==> src/rtl/scan_cfg_pkg.sv <==
// Shared definitions for the scan chain loader: FSM encoding and counter sizing.
package scan_cfg_pkg;

   typedef enum logic [1:0] {
      IDLE  = 2'd0,
      LOAD  = 2'd1,
      SHIFT = 2'd2,
      DONE  = 2'd3
   } state_t;

   // Bits needed to count from 0 up to and including n.
   function automatic int cnt_width(input int n);
      return $clog2(n + 1);
   endfunction

endpackage

==> src/rtl/scan_chain_loader_if.sv <==
// Word stream, control and chain-side signals of the scan chain loader.
// master: bitstream source / chain side, slave: the loader itself.
interface scan_chain_loader_if #(
   parameter int WORD_WIDTH = 8
);
   logic                  start;
   logic                  in_valid;
   logic                  in_ready;
   logic [WORD_WIDTH-1:0] in_data;
   logic                  busy;
   logic                  done;
   logic                  scan_in;
   logic                  scan_en;
   logic                  scan_wen;
   logic                  scan_out;
   logic                  rb_valid;
   logic [WORD_WIDTH-1:0] rb_data;

   modport master (
      output start, in_valid, in_data, scan_out,
      input  in_ready, busy, done, scan_in, scan_en, scan_wen, rb_valid, rb_data
   );

   modport slave (
      input  start, in_valid, in_data, scan_out,
      output in_ready, busy, done, scan_in, scan_en, scan_wen, rb_valid, rb_data
   );
endinterface

==> src/rtl/scan_chain_loader_word_serializer.sv <==
// Loadable right-shifting word register with a remaining-bit counter.
// New bits enter at the MSB end, so the same block serializes (read bit 0)
// and deserializes (first bit in ends up nearest bit 0).
module scan_word_serializer
   import scan_cfg_pkg::*;
#(
   parameter int WORD_WIDTH = 8
) (
   input  logic                                clk,
   input  logic                                rst,
   input  logic                                load,
   input  logic [WORD_WIDTH-1:0]               load_data,
   input  logic [cnt_width(WORD_WIDTH)-1:0]    load_count,
   input  logic                                shift,
   input  logic                                shift_in,
   output logic [WORD_WIDTH-1:0]               data,
   output logic                                last
);
   localparam int LW = cnt_width(WORD_WIDTH);

   logic [LW-1:0] remaining;

   // Load a fresh word, or shift one bit and count it off.
   always_ff @(posedge clk or posedge rst) begin
      if (rst) begin
         data      <= '0;
         remaining <= '0;
      end else if (load) begin
         data      <= load_data;
         remaining <= load_count;
      end else if (shift) begin
         data <= (data >> 1) | (WORD_WIDTH'(shift_in) << (WORD_WIDTH - 1));
         if (remaining != '0) begin
            remaining <= remaining - LW'(1);
         end
      end
   end

   assign last = (remaining == LW'(1));

endmodule

==> src/rtl/scan_chain_loader.sv <==
// Scan chain loader: takes configuration words over a valid/ready stream and
// shifts them LSB-first into the fabric scan chain, CHAIN_LEN bits per load.
// Optional readback of the bits leaving the chain tail: SCAN_LOADER_READBACK_EN.
//
// state | meaning
// IDLE  | waiting for start, chain untouched
// LOAD  | in_ready high, waiting for the next word
// SHIFT | scan_en/scan_wen high, one word bit per cycle onto scan_in
// DONE  | one-cycle done pulse, back to IDLE
module scan_chain_loader
   import scan_cfg_pkg::*;
#(
   parameter int CHAIN_LEN  = 64,
   parameter int WORD_WIDTH = 8
) (
   input logic                clk,
   input logic                rst,
   scan_chain_loader_if.slave bus
);
   localparam int CW = cnt_width(CHAIN_LEN);
   localparam int LW = cnt_width(WORD_WIDTH);

   state_t                state;
   logic [CW-1:0]         cnt;
   logic [CW-1:0]         cnt_next;
   logic [31:0]           chain_left;
   logic [LW-1:0]         load_count;
   logic                  in_ready_q;
   logic                  busy_q;
   logic                  done_q;
   logic                  scan_en_q;
   logic                  ld_load;
   logic                  ld_shift;
   logic                  ld_last;
   logic [WORD_WIDTH-1:0] ld_data;

   assign cnt_next   = cnt + CW'(1);
   assign chain_left = 32'(CHAIN_LEN) - 32'(cnt);
   // The last word of a load may carry fewer useful bits than WORD_WIDTH.
   assign load_count = (chain_left < 32'(WORD_WIDTH)) ? LW'(chain_left) : LW'(WORD_WIDTH);
   assign ld_load    = (state == LOAD) && bus.in_valid;
   assign ld_shift   = (state == SHIFT);

   scan_word_serializer #(.WORD_WIDTH(WORD_WIDTH)) u_load (
      .clk       (clk),
      .rst       (rst),
      .load      (ld_load),
      .load_data (bus.in_data),
      .load_count(load_count),
      .shift     (ld_shift),
      .shift_in  (1'b0),
      .data      (ld_data),
      .last      (ld_last)
   );

   // Sequencing FSM with registered handshake and scan-enable outputs.
   always_ff @(posedge clk or posedge rst) begin
      if (rst) begin
         state      <= IDLE;
         cnt        <= '0;
         in_ready_q <= 1'b0;
         busy_q     <= 1'b0;
         done_q     <= 1'b0;
         scan_en_q  <= 1'b0;
      end else begin
         case (state)
            IDLE: begin
               if (bus.start) begin
                  state      <= LOAD;
                  cnt        <= '0;
                  in_ready_q <= 1'b1;
                  busy_q     <= 1'b1;
               end
            end
            LOAD: begin
               if (bus.in_valid) begin
                  state      <= SHIFT;
                  in_ready_q <= 1'b0;
                  scan_en_q  <= 1'b1;
               end
            end
            SHIFT: begin
               cnt <= cnt_next;
               if (ld_last) begin
                  scan_en_q <= 1'b0;
                  if (cnt_next == CW'(CHAIN_LEN)) begin
                     state  <= DONE;
                     done_q <= 1'b1;
                  end else begin
                     state      <= LOAD;
                     in_ready_q <= 1'b1;
                  end
               end
            end
            DONE: begin
               state  <= IDLE;
               done_q <= 1'b0;
               busy_q <= 1'b0;
            end
            default: state <= IDLE;
         endcase
      end
   end

   assign bus.in_ready = in_ready_q;
   assign bus.busy     = busy_q;
   assign bus.done     = done_q;
   assign bus.scan_en  = scan_en_q;
   assign bus.scan_wen = scan_en_q;
   // Gated so leftover upper bits of a partial word never appear on the chain head.
   assign bus.scan_in  = scan_en_q & ld_data[0];

`ifdef SCAN_LOADER_READBACK_EN
   logic [WORD_WIDTH-1:0] rb_sr;
   logic [WORD_WIDTH-1:0] rb_next;
   logic [WORD_WIDTH-1:0] rb_q;
   logic [LW-1:0]         word_len;
   logic                  rb_last;
   logic                  rb_valid_q;
   logic                  unused_ld;

   scan_word_serializer #(.WORD_WIDTH(WORD_WIDTH)) u_rb (
      .clk       (clk),
      .rst       (rst),
      .load      (ld_load),
      .load_data ('0),
      .load_count(load_count),
      .shift     (ld_shift),
      .shift_in  (bus.scan_out),
      .data      (rb_sr),
      .last      (rb_last)
   );

   // Value the readback register holds once the current tail bit is taken in.
   assign rb_next = (rb_sr >> 1) | (WORD_WIDTH'(bus.scan_out) << (WORD_WIDTH - 1));

   // Publish each collected word, right-aligned, the cycle after its last bit.
   always_ff @(posedge clk or posedge rst) begin
      if (rst) begin
         rb_q       <= '0;
         rb_valid_q <= 1'b0;
         word_len   <= '0;
      end else begin
         rb_valid_q <= ld_shift & rb_last;
         if (ld_load) begin
            word_len <= load_count;
         end
         if (ld_shift & rb_last) begin
            rb_q <= rb_next >> (LW'(WORD_WIDTH) - word_len);
         end
      end
   end

   assign bus.rb_valid = rb_valid_q;
   assign bus.rb_data  = rb_q;
   // Only bit 0 of the load register ever drives the chain.
   assign unused_ld    = ^ld_data;
`else
   logic unused_ld;

   assign bus.rb_valid = 1'b0;
   assign bus.rb_data  = '0;
   // Without readback the chain tail and the upper load bits go nowhere.
   assign unused_ld    = ^{ld_data, bus.scan_out};
`endif

endmodule

==> src/flat_wrapper.sv <==
// flat-port wrapper written by rule: the top's interface ports become plain ports
module scan_chain_loader_flat import scan_cfg_pkg::*;
#(
   parameter int CHAIN_LEN  = 64,
   parameter int WORD_WIDTH = 8
)
  (clk, rst, bus_start, bus_in_valid, bus_in_data, bus_scan_out, bus_in_ready, bus_busy, bus_done, bus_scan_in, bus_scan_en, bus_scan_wen, bus_rb_valid, bus_rb_data);
  scan_chain_loader_if #(.WORD_WIDTH(WORD_WIDTH)) bus_i ();
  input logic clk;
  input logic rst;
  input wire logic [$bits(bus_i.start)-1:0] bus_start;
  input wire logic [$bits(bus_i.in_valid)-1:0] bus_in_valid;
  input wire logic [$bits(bus_i.in_data)-1:0] bus_in_data;
  input wire logic [$bits(bus_i.scan_out)-1:0] bus_scan_out;
  output wire logic [$bits(bus_i.in_ready)-1:0] bus_in_ready;
  output wire logic [$bits(bus_i.busy)-1:0] bus_busy;
  output wire logic [$bits(bus_i.done)-1:0] bus_done;
  output wire logic [$bits(bus_i.scan_in)-1:0] bus_scan_in;
  output wire logic [$bits(bus_i.scan_en)-1:0] bus_scan_en;
  output wire logic [$bits(bus_i.scan_wen)-1:0] bus_scan_wen;
  output wire logic [$bits(bus_i.rb_valid)-1:0] bus_rb_valid;
  output wire logic [$bits(bus_i.rb_data)-1:0] bus_rb_data;
  assign bus_i.start = bus_start;
  assign bus_i.in_valid = bus_in_valid;
  assign bus_i.in_data = bus_in_data;
  assign bus_i.scan_out = bus_scan_out;
  assign bus_in_ready = bus_i.in_ready;
  assign bus_busy = bus_i.busy;
  assign bus_done = bus_i.done;
  assign bus_scan_in = bus_i.scan_in;
  assign bus_scan_en = bus_i.scan_en;
  assign bus_scan_wen = bus_i.scan_wen;
  assign bus_rb_valid = bus_i.rb_valid;
  assign bus_rb_data = bus_i.rb_data;
  scan_chain_loader #(.CHAIN_LEN(CHAIN_LEN), .WORD_WIDTH(WORD_WIDTH)) u_core (.clk(clk), .rst(rst), .bus(bus_i));
endmodule
==> config.mk <==
export PLATFORM = sky130hd
export DESIGN_NAME = scan_chain_loader_flat
export DESIGN_NICKNAME = d
export VERILOG_FILES = /design/src/rtl/scan_cfg_pkg.sv /design/src/rtl/scan_chain_loader_if.sv /design/src/rtl/scan_chain_loader_word_serializer.sv /design/src/rtl/scan_chain_loader.sv /design/src/flat_wrapper.sv
export SDC_FILE = /design/constraint.sdc
export NUM_CORES = 1
export LEC_CHECK = 0
export CORE_MARGIN = 4
export CORE_UTILIZATION = 50
export CTS_CLUSTER_SIZE = 20
export DETAILED_ROUTE_END_ITERATION = 16
export PLACE_DENSITY_LB_ADDON = 0.15
export SYNTH_ARGS = -nofsm -noshare
export SYNTH_HDL_FRONTEND = slang
export SYNTH_SLANG_ARGS = --single-unit
==> constraint.sdc <==
create_clock -name clk -period 2 [get_ports clk]
set_input_delay 0.4 -clock clk [delete_from_list [all_inputs] [get_ports clk]]
set_output_delay 0.4 -clock clk [all_outputs]
set_load 0.01 [all_outputs]
==> impl_metrics.py <==
metrics = {
    "clock_network": {
        "tritoncts": "done",
        "cts-root-buf": "clkbuf_4",
        "worstSkewPairLatency_ps": 320,
        "clock_sinks": 25,
        "cts_buffers": 3,
        "cts_hold_buf": 0,
        "cts_buffer_depth": 2,
        "cts_max_level": 1,
        "clk_transition_reported_paths_ps": 140,
    },
    "synth": {
        "yosysWarnings": 0,
        "mappedNetlistArea_um2": 1540,
        "synth_flop_cell": "dfrtp_1",
        "synth.distinct_cells": 42,
        "ys_async_sr_fraction": 1.00,
        "avgSynthCellArea_um2": 8.93,
        "syn_inst": 172,
        "ys_seq_area_frac": 0.407,
        "synth-seq-cells": 25,
        "synth-edff-count": 0,
    },
    "sta": {
        "min_period_ps": 1880,
        "worstMarginPinSlew_ps": 782,
        "fin_setup_tns_ps": 0,
        "fmax_ghz": 0.531,
        "drv_slew": 0,
        "finalCritPeriodShare": 0.942,
        "grt_setup_unrepaired": "false",
        "skew_ps": 3.60,
        "finalHoldViolCount": 0,
        "finalSetupViolCount": 0,
        "slew_headroom": 0.473,
    },
    "grt": {
        "grt_pass1_wl_um": 5670,
        "grt_overflow": 0,
        "antenna_found_initial": 0,
        "grt_max_degree": 26,
        "grt_pass1_vias": 1242,
        "track_usage": 0.174,
    },
    "routing": {
        "via_per_inst": 5.73,
        "drc_errors": 0,
        "via_count": 1290,
        "drt_first_pass_iters": 4,
        "ant_nets": 0,
        "drt-initial-drc-count": 92,
        "wl_per_cell_um": 14.5,
        "routed_wl_um": 3270,
    },
    "setup_path": {
        "end_kind": "register",
        "cp.arrival_ps": 2110,
        "critical_path_class": "reg2reg",
        "critPathMaxFanout": 6,
        "worstPathRequired_ps": 2230,
        "worstSetupStartpointType": "register",
    },
    "die": {
        "rows": 19,
        "initial_core_util": 0.539,
        "io_pins": 28,
        "core_region_area_um2": 2850,
        "die_height_um": 63.4,
        "dieArea_um2": 4020,
        "die_x_um": 63.4,
    },
    "power": {
        "fin_total_pwr_mw": 2.07,
        "p_sw_mw": 0.843,
        "netSwitchingFraction": 0.408,
        "seqPwrFrac": 0.406,
        "p_comb_frac": 0.484,
        "max-vdd-ir-drop_mv": 0.656,
        "clkPwrFrac": 0.110,
        "power-per-cell-area_nw_per_um2": 1140,
        "p_int_mw": 1.22,
        "p_leak_nw": 0.821,
    },
    "cells_and_area": {
        "final_nets": 214,
        "final_util": 0.634,
        "layout_common_cells": "27 x nand2_1, 23 x dfrtp_1, 17 x clkdlybuf4s50_1",
        "final_common_cell": "nand2_1",
        "fill_cells": 260,
        "diodes": 0,
        "drive_gt1_frac": 0.134,
        "syn2layout_area_growth_pct": 17.7,
    },
    "placement": {
        "io_buffers": 17,
        "gp_congestion": 0.855,
        "hpwl_um": 2450,
    },
    "worst_hold_path": {
        "hold_class": "in2async",
    },
    "job": {
        "cap_violations": 0,
    },
    "outcome": {
        "status": "finished clean",
    },
}
-- power by group through the flow --
stage / Clock [mW] / Sequential (mW) / Combinational [mW]
CTS: 0.238 / 0.836 / 0.948
global placement: 0 / 0.840 / 0.904
floorplan: 0 / 0.803 / 0.685
global route: 0.266 / 0.871 / 1.14
detailed placement: 0 / 0.850 / 0.943
finish: 0.227 / 0.838 / 1.00
-- per-stage QoR --
step           cells  instance area [um2]  hold slack (ps)  setup slack, ps
2_1_floorplan    180                 1570              427              138
3_3_place_gp     219                 1720              457             95.5
3_5_place_dp     219                 1720              463             33.0
4_1_cts          223                 1750              425             30.2
5_1_grt          225                 1810              438             11.9
6_report         225                 1810              418              116
-- worst paths after layout --
check | from | to | slack (ps) | cells after the start
setup / recovery | u_core.cnt[0] | u_core.u_load.remaining[3] | 120 | 6
hold reg to reg | u_core.u_load.data[5] | u_core.u_load.data[5] | 490 | 2
hold / removal | rst | u_core.u_load.data[4] | 420 | 3
max in group asynchronous | rst | u_core.cnt[1] | 1310 | 3
setup reg to reg | u_core.cnt[0] | u_core.u_load.remaining[3] | 120 | 6
min in group clk | u_core.u_load.data[5] | u_core.u_load.data[5] | 490 | 2
-- cell families (layout without fill, tap and decap cells) --
kind of cell	Yosys count	in the layout	share of synthesized area
compound gates	43	43	0.208
xor+xnor	2	2	0.0114
fa+ha+maj	6	6	0.0489
buf+inv	28	42	0.107
flops	25	25	0.407
mux	1	1	0.00651
other cells	1	9	0.00244
simple gates	66	66	0.209
-- cell usage after synthesis, types with 2 or more instances --
cell type	instances	area share
nor3_1	6	0.020
and3b_1	2	0.011
nand2_1	27	0.066
inv_1	8	0.020
o21ai_0	11	0.036
o2111ai_1	2	0.011
nor4_1	4	0.016
buf_4	10	0.049
and3_1	3	0.012
xor2_1	2	0.011
buf_6	2	0.015
o31ai_1	2	0.0098
a21oi_1	2	0.0065
ha_1	6	0.049
nor2_1	10	0.024
buf_2	4	0.013
a22o_1	2	0.011
nand3_1	4	0.013
o41ai_1	2	0.011
nand2b_1	2	0.0081
nor3b_1	2	0.0098
clkbuf_1	3	0.0073
a21o_1	2	0.0098
dfrtp_1	25	0.41
nor2b_1	3	0.012
a22oi_1	9	0.044
a31oi_1	2	0.0081
-- state kept, by name, summed over array words and instances, names as in the netlist --
signal	cells
u_core.state	2
u_core.u_load.remaining	4
u_core.u_load.data	8
u_core.bus.scan_en	1
u_core.bus.done	1
u_core.bus.in_ready	1
u_core.bus.busy	1
u_core.cnt	7
-- area by class of cell --
type | instances | area [um2] | area share
Clock buffer | 3 | 22.5 | 0.0125
Sequential cell | 25 | 628 | 0.347
Inverter | 8 | 30.0 | 0.0166
Multi-Input combinational cell | 127 | 816 | 0.451
Tap cell | 31 | 38.8 | 0.0215
Clock inverter | 1 | 5.00 | 0.00277
Timing Repair Buffer | 30 | 268 | 0.148
-- worst max-delay path, cell delays in order, from the launching register on --
cell	delay, ps
dfrtp_2	470
inv_1	120
ha_2	220
or4b_4	480
mux2i_4	180
o211ai_1	130
and3_1	210
-- routing by layer --
layer	GRT usage	wire length, um
met3	0.0320	168
met2	0.278	1560
met4	0.0485	39
met5	0	0
met1	0.242	1500
-- timing repair --
action                                  CTS  global route
endpoints found under the setup margin    0             6
gates resized for setup                   0             9
buffers inserted                          0             2
(Power assumes the default switching activity.)
==> variant (config.mk and constraints unchanged) <==
Encoding of `state_t`: now one-hot (4 bits for 4 states).
--- a/src/rtl/scan_cfg_pkg.sv
+++ b/src/rtl/scan_cfg_pkg.sv
@@ -1,11 +1,11 @@
 // Shared definitions for the scan chain loader: FSM encoding and counter sizing.
 package scan_cfg_pkg;
 
-   typedef enum logic [1:0] {
-      IDLE  = 2'd0,
-      LOAD  = 2'd1,
-      SHIFT = 2'd2,
-      DONE  = 2'd3
+   typedef enum logic [3:0] {
+      IDLE  = 4'b0001,
+      LOAD  = 4'b0010,
+      SHIFT = 4'b0100,
+      DONE  = 4'b1000
    } state_t;
 
    // Bits needed to count from 0 up to and including n.
Function: no difference found for any inputs over 10 cycles, from zero or initial values and one cycle with rst high; not proved beyond that.
==> variant against the original RTL <==
- worst setup slack improved by 0.075 ns
- sequential cell count grew 2
- die area rose by 7.0%
- synthesized area is 8.0% higher
- via count hardly changed
- clock power rose by 8%
- cell area up 3.3%
- first-iteration DRC count fell by 5.4%
- core utilization is 3.2 points lower
- routed wire length is 2.4% higher
- total power down 15%
==> variant: results (changes against the original RTL) <==
- Via count: 1289 (was 1290)
- Regs by FF count: u_core.u_load.data: 8 flops, u_core.cnt: 7 flops (was u_core.u_load.data: 8 flops, u_core.cnt: 7 flops, u_core.u_load.remaining: 4 flops)
- Filler cell count: 298 (was 260)
- Leakage: 0.810 nW (was 0.821 nW)
- DP Cell Count: 231 (was 219)
- Nets@finish: 210 (was 214)
- Placed cell area: 1840 um2 (was 1720 um2)
- Syn Inst Count: 175 (was 172)
- Clk slew on worst S/H paths: 0.16 ns (was 0.14 ns)
- Largest net degree at the start of global routing: 28 (was 26)
- Skew final: 0.0111 ns (was 0.00360 ns)
- Maximum VDD drop: 0.456 mV (was 0.656 mV)
- Final Non-Filler Cells: 235 (was 225)
- WL/cell: 14.2 um (was 14.5 um)
- CP Max Fanout: 4 (was 6)
- Internal power: 1.12 mW (was 1.22 mW)
- GP Congestion: 0.867 (was 0.855)
- Most common library cells after synthesis: dfrtp_1 (26), nand2_1 (15), o21ai_0 (15), buf_4 (10), nor2_1 (9) (was nand2_1 (27), dfrtp_1 (25), o21ai_0 (11), buf_4 (10), nor2_1 (10))
- Dpl hpwl: 2420 um (was 2450 um)
- DRT iter0 DRCs: 87 (was 92)
- Sequential area share after synthesis: 0.408 (was 0.407)
- Gr usage total: 0.178 (was 0.174)
- Status: finished clean (unchanged)
- Distinct cells, synth: 49 (was 42)
- Slowest-stage cell, CP: clkdlybuf4s50_1 (was or4b_4)
- WP data arrival: 1.41 ns (was 2.11 ns)
[variant: cell count changes in the layout (fill, tap and decap cells not counted), sizes merged, moves of 3 or more]
| cell | unedited run | this run |
|---|---|---|
| nand2 | 27 | 15 |
| a22oi | 9 | 2 |
| a221o | 0 | 6 |
| and2 | 1 | 7 |
| o21ai | 12 | 17 |
| buf | 13 | 9 |
| a21oi | 2 | 5 |
[variant: power groups by stage]
stage	combinational [mW]	clock [mW]	sequential (mW)
floorplan	0.537	0	0.793
global placement	0.682	0	0.805
detailed placement	0.701	0	0.818
CTS	0.708	0.254	0.806
global route	0.802	0.280	0.836
finish	0.706	0.246	0.806
[variant: kinds of logic (layout without fill, tap and decap cells)]
group / Yosys count / in the layout / share of synthesized area
AOI/OAI and AO/OA: 43 / 43 / 0.179
xor gates and xnor gates: 3 / 3 / 0.0158
adders and majority gates: 5 / 5 / 0.0377
buffers and inverters: 30 / 38 / 0.106
DFF: 27 / 27 / 0.408
muxes: 4 / 4 / 0.0256
other: 1 / 9 / 0.00226
and+or+nand+nor: 62 / 62 / 0.226
[variant: through the flow]
step / setup slack (ns) / hold slack (ns)
global route: 0.0872 / 0.408
detailed placement: 0.0487 / 0.484
floorplan: 0.213 / 0.452
CTS: 0.113 / 0.404
global placement: 0.0540 / 0.476
finish: 0.191 / 0.399
[variant: worst paths after layout]
check                              startpoint                         end  slack (ns)  cells after the start
min                                       rst       u_core.u_load.data[3]        0.40                      3
max in group asynchronous                 rst             u_core.state[0]        1.30                      3
min reg2reg                   u_core.bus.busy             u_core.bus.busy        0.52                      2
max reg2reg                   u_core.state[0]  u_core.u_load.remaining[1]        0.21                      4
max                        u_core.bus.scan_en                 bus_scan_in        0.19                      2
min in group clk              u_core.bus.busy             u_core.bus.busy        0.52                      2
[variant: tightest hold or removal path: stages]
cell and delay (ns):
clkdlybuf4s50_1 0.39, inv_1 0.05, buf_4 0.32
[variant: layout make-up]
class,count,share of cell area
Inverter,8,0.0161
Clock inverter,1,0.00268
Multi-Input combinational cell,126,0.450
Sequential cell,27,0.363
Clock buffer,3,0.0121
Timing Repair Buffer,26,0.127
Tap cell,44,0.0295
[variant: timing repair]
item                                   4_1_cts  5_1_grt
gates resized for setup                      0        2
endpoints found under the hold margin        0        0
setup endpoints to repair                    0        1
hold buffers                                 0        0
[variant: routing by layer]
| layer | wire [um] | share of wire | track usage | up-vias |
|---|---|---|---|---|
| met1 | 1480 | 0.44 | 0.237 | 607 |
| met5 | 0 | 0 | 0 | - |
| met4 | 57 | 0.017 | 0.0596 | 0 |
| met3 | 141 | 0.042 | 0.0274 | 6 |
| li1 | - | - | - | 636 |
| met2 | 1670 | 0.50 | 0.293 | 40 |
